**config.mk**
```make
export PLATFORM = sky130hd
export DESIGN_NAME = cylon_onehot_decode
export DESIGN_NICKNAME = d
export VERILOG_FILES = /design/src/rtl/cylon_pkg.sv /design/src/rtl/cylon_onehot_decode.sv
export SDC_FILE = /design/constraint.sdc
export NUM_CORES = 1
export LEC_CHECK = 0
export BUFFER_PORTS_ARGS = -buffer_cell sky130_fd_sc_hd__buf_2
export CORE_AREA = 3 3 40 42
export DETAILED_ROUTE_END_ITERATION = 12
export DIE_AREA = 0 0 43 45
export GPL_ROUTABILITY_DRIVEN = 0
export SYNTH_ARGS = -nofsm -noshare
export SYNTH_HDL_FRONTEND = slang
export SYNTH_SLANG_ARGS = --single-unit
export TNS_END_PERCENT = 30
```
**constraint.sdc**
```tcl
create_clock -name vclk -period 2.1
set_clock_uncertainty 0.15 [all_clocks]
set_input_delay 0.21 -clock vclk [all_inputs]
set_output_delay 0.21 -clock vclk [all_outputs]
set_load 0.01 [all_outputs]
```
**src/rtl/cylon_pkg.sv**
```systemverilog
// rtl/cylon_pkg.sv - shared types, widths and step helpers for the cylon checker
// Contents: state_t {UNLOCKED, ACQUIRE, LOCKED}; PAT_W, POS_W, CNT_W widths;
//   next_pos() expected bounce step; land_dir() direction after landing.
package cylon_pkg;

  localparam int PAT_W = 8;
  localparam int POS_W = 3;
  localparam int CNT_W = 16;

  typedef enum logic [1:0] {
    UNLOCKED = 2'd0,
    ACQUIRE  = 2'd1,
    LOCKED   = 2'd2
  } state_t;

  // Next eye position of a legal sweep, bouncing off both ends.
  function automatic logic [POS_W-1:0] next_pos(input logic [POS_W-1:0] pos, input logic up);
    if (up) return (pos == '1) ? pos - 3'd1 : pos + 3'd1;
    return (pos == '0) ? pos + 3'd1 : pos - 3'd1;
  endfunction

  // Direction after arriving at new_pos; at the ends only one way out exists.
  function automatic logic land_dir(input logic [POS_W-1:0] new_pos, input logic up);
    if (new_pos == '1) return 1'b0;
    if (new_pos == '0) return 1'b1;
    return up;
  endfunction

endpackage

```
**src/rtl/cylon_onehot_decode.sv**
```systemverilog
// rtl/cylon_onehot_decode.sv - combinational one-hot pattern decoder
// Ports: pattern[7:0] in; valid out (exactly one bit set); pos[2:0] out (bit index,
//   0 when not valid).
module cylon_onehot_decode
  import cylon_pkg::*;
(
  input  logic [PAT_W-1:0] pattern,
  output logic             valid,
  output logic [POS_W-1:0] pos
);

  always_comb begin
    // Non-zero with no second bit: clearing the lowest set bit leaves nothing.
    valid = (pattern != '0) && ((pattern & (pattern - 8'd1)) == '0);
    pos   = '0;
    if (valid) begin
      for (int i = 0; i < PAT_W; i++) begin
        if (pattern[i]) pos = POS_W'(i);
      end
    end
  end

endmodule

```
==> Word-level counts from Yosys, hierarchy flattened <==
Cells that the tools add are included.
{ "classes": {"n_addsub": 1, "muxes": 8, "bitwise_logic": 1, "n_reduce_logical": 3} }
{ "op_table": {"columns": ["operator", "count"], "rows": [
  ["$mux 3", 7],
  ["$and 8x8->8", 1],
  ["$logic_not 8->1", 1],
  ["$reduce_bool 8->1", 1],
  ["$sub 8x1->8 const B", 1],
  ["$logic_and 1x1->1", 1],
  ["$mux 1", 1]
]} }
{ "word_totals": {"regBits": 0, "output_inout_bits": 4, "elab_cells": 13} }

==> Depth between registers and ports, before layout <==
{ "depth": {"ltp_word": 8, "depth_mapped": 4} }

==> Least setup slack after synthesis <==
No wires, ideal clock.
{ "synth_path": {"path_kind": "input to output", "start": "in pattern[1]", "end": "out pos[0]", "arrival_ps": 1515, "t_required_ps": 1740, "path_slack_ps": 225, "path_stages": 4, "path_buffers": 0, "cell_sequence": "or4_4 -> and4b_2 -> a311oi_1 -> a221oi_1"} }
{ "synth_between": {"elab_chain_cells": 8} }
{ "synth_lines": {"columns": ["element", "line", "rtl"], "rows": [
  ["start, declared", "cylon_onehot_decode.sv:7", "input logic [PAT_W-1:0] pattern,"],
  ["branches (longest 7 deep; another with $sub 8x1->8)", null, null],
  ["$mux 3 *", "cylon_onehot_decode.sv:16", "if (valid) begin"],
  ["end, declared", "cylon_onehot_decode.sv:9", "output logic [POS_W-1:0] pos"]
]} }
Every way passes the cells marked *.

==> Final worst setup path <==
Ends and elaborated chain as after synthesis.

==> flow_summary_export.csv <==
group,metric,value,unit
floorplan,dieArea,1940,µm²
cells_and_area,final-seq-area,0,µm²
critical_path,critPathLaunchType,"input port",
clock_tree,ctsResizeCount,0,
grt,grt_pass1_vias,181,
cells_and_area,final_cell_mix,"buf_2 (12), nor2_1 (4), a21oi_1 (3)",
power,vdd_drop_max,0.0000708,V
routing,vias_per_cell,4.46,
place,port_buffers,12,
synthesis,syn-instance-count,27,
place,dpl_cell_area,258,µm²
grt,grtUsageTotal,0.0514,
cells_and_area,syn2layout_area_growth,58.0,%
critical_path,end_kind,"output pin",
critical_path,required,1.74,ns
sta,maxSlewHeadroom,0.763,
synthesis,synth_warnings,0,
critical_path,critical_path_arrival,1.72,ns
clock_tree,cts-hold-fix-buffers,0,
synthesis,syn_area_per_cell,6.63,µm²
sta,rsz0062_at_grt,"true",
floorplan,die_w,43,µm
routing,routed-wl-met3,40,µm
clock_tree,post-cts-setup-buffers,0,
cells_and_area,drive_above_1_share,0.462,
cells_and_area,n_antenna_cell,0,
grt,grt_max_degree,8,
grt,grt_first_pass_wirelength,814,µm
cells_and_area,final_area,283,µm²
routing,dr_wl_met2,230,µm
routing,wire_per_inst,10.3,µm
sta,setup_viol,0,
routing,dr.pass1.iters,4,
cells_and_area,seq_cell_count,0,
place,pre_cts_ws,0.0257,ns
grt,grt-ovfl-total,0,
sta,fmax,481,MHz
power,p_sw_frac,0.585,
routing,drc,0,
job,max-cap-violations,0,
critical_path,crit_type,"input port to output pin",
floorplan,num_rows,13,
routing,ant_nets,0,
synthesis,synth_cell_types,18,
sta,period_minus_slack,2.08,ns
cells_and_area,clkbuf_count,0,
power,comb_power_share,1.000,
synthesis,synth_area,179,µm²
power,p_sw,0.0225,mW
synthesis,ys_seq_area_frac,0,
power,power.internal,0.0159,mW
routing,via_count,241,
floorplan,die_h,45,µm
hold_path,hold_path.class,"input port to output pin",
sta,worst_slack,0.0221,ns
status,status,"complete, no violations",
floorplan,coreArea,1280,µm²
sta,tightest_slew,0.356,ns
routing,drtIter0Drc,4,
sta,fin_crit_sh,0.989,
grt,antenna_found_initial,0,
routing,wl,554,µm
power,seqPwrFrac,0,
sta,hold_violations,0,
synthesis,synth_nets,35,
sta,fin_hold_ws,0.701,ns
routing,wl_met1,282,µm
power,p_clk_frac,0,
floorplan,start_util,0.139,
floorplan,io_pins,12,
cells_and_area,nNetsFinal,49,
routing,top_layer,"met3",
critical_path,cp_max_fo,5,
sta,final_max_slew_viol_count,0,
power,leakage,0.112,nW
power,p_per_area,136,nW/µm²
cells_and_area,layout_commonest_cell,"buf_2",
[power by group through the flow]
stage	combinational (mW)	clock [mW]	sequential, mW
2_1_floorplan	0.0172	0	0
3_3_place_gp	0.0336	0	0
3_5_place_dp	0.0347	0	0
4_1_cts	0.0347	0	0
5_1_grt	0.0428	0	0
6_report	0.0384	0	0
[metal layers]
layer,GRT usage,vias up
li1,-,131
met1,0.0786,99
met2,0.0838,11
met3,0.00398,0
met4,0,0
met5,0,-
[Yosys cell counts]
cell       n  area (µm²)
a2111oi_2  1        15.0
a21oi_1    3        15.0
a221oi_1   2        17.5
a311oi_1   1        8.76
and4b_2    1        11.3
inv_1      2        7.51
maj3_1     1        10.0
nand2_1    1        3.75
nand2b_1   2        12.5
nand3b_1   1        7.51
nor2_1     4        15.0
nor3_1     1        5.00
o211ai_1   1        7.51
o21ai_0    2        10.0
o21bai_1   1        7.51
or2_2      1        6.26
or2b_1     1        7.51
or4_4      1        11.3
[cell families after synthesis]
kind of cell | after synthesis | synth area share
simple gates | 13 | 0.448
compound gates | 11 | 0.455
fa+ha+maj | 1 | 0.0559
buf+inv | 2 | 0.0420
[cell type report]
class	instances	area, µm²
timing repair buffer	12	60.1
inverter	2	7.51
multi-input combinational	25	196
fill	155	1000
tap	15	18.8
[through the flow]
stage | setup TNS [ns] | power, mW | instances | util
final | 0 | 0.0384 | 54 | 0.220
after global routing | -0.113 | 0.0428 | 54 | 0.220
after CTS | 0 | 0.0347 | 54 | 0.201
after detailed placement | 0 | 0.0347 | 54 | 0.201
after global placement | 0 | 0.0336 | 54 | 0.201
after floorplan | 0 | 0.0172 | 27 | -
[worst max-delay path, stage by stage]
cell and delay [ns]:
buf_2 0.11, or4_4 0.58, and4b_2 0.30, a311oi_2 0.06
a221oi_2 0.29, buf_2 0.17
[path summary, 6_finish.rpt]
kind	cells after the start	start	endpoint	slack [ns]
worst min-delay path	4	pattern[1]	pos[2]	0.70
worst max-delay path	6	pattern[1]	pos[0]	0.02
Note: power is estimated with default switching activity, not from simulation.
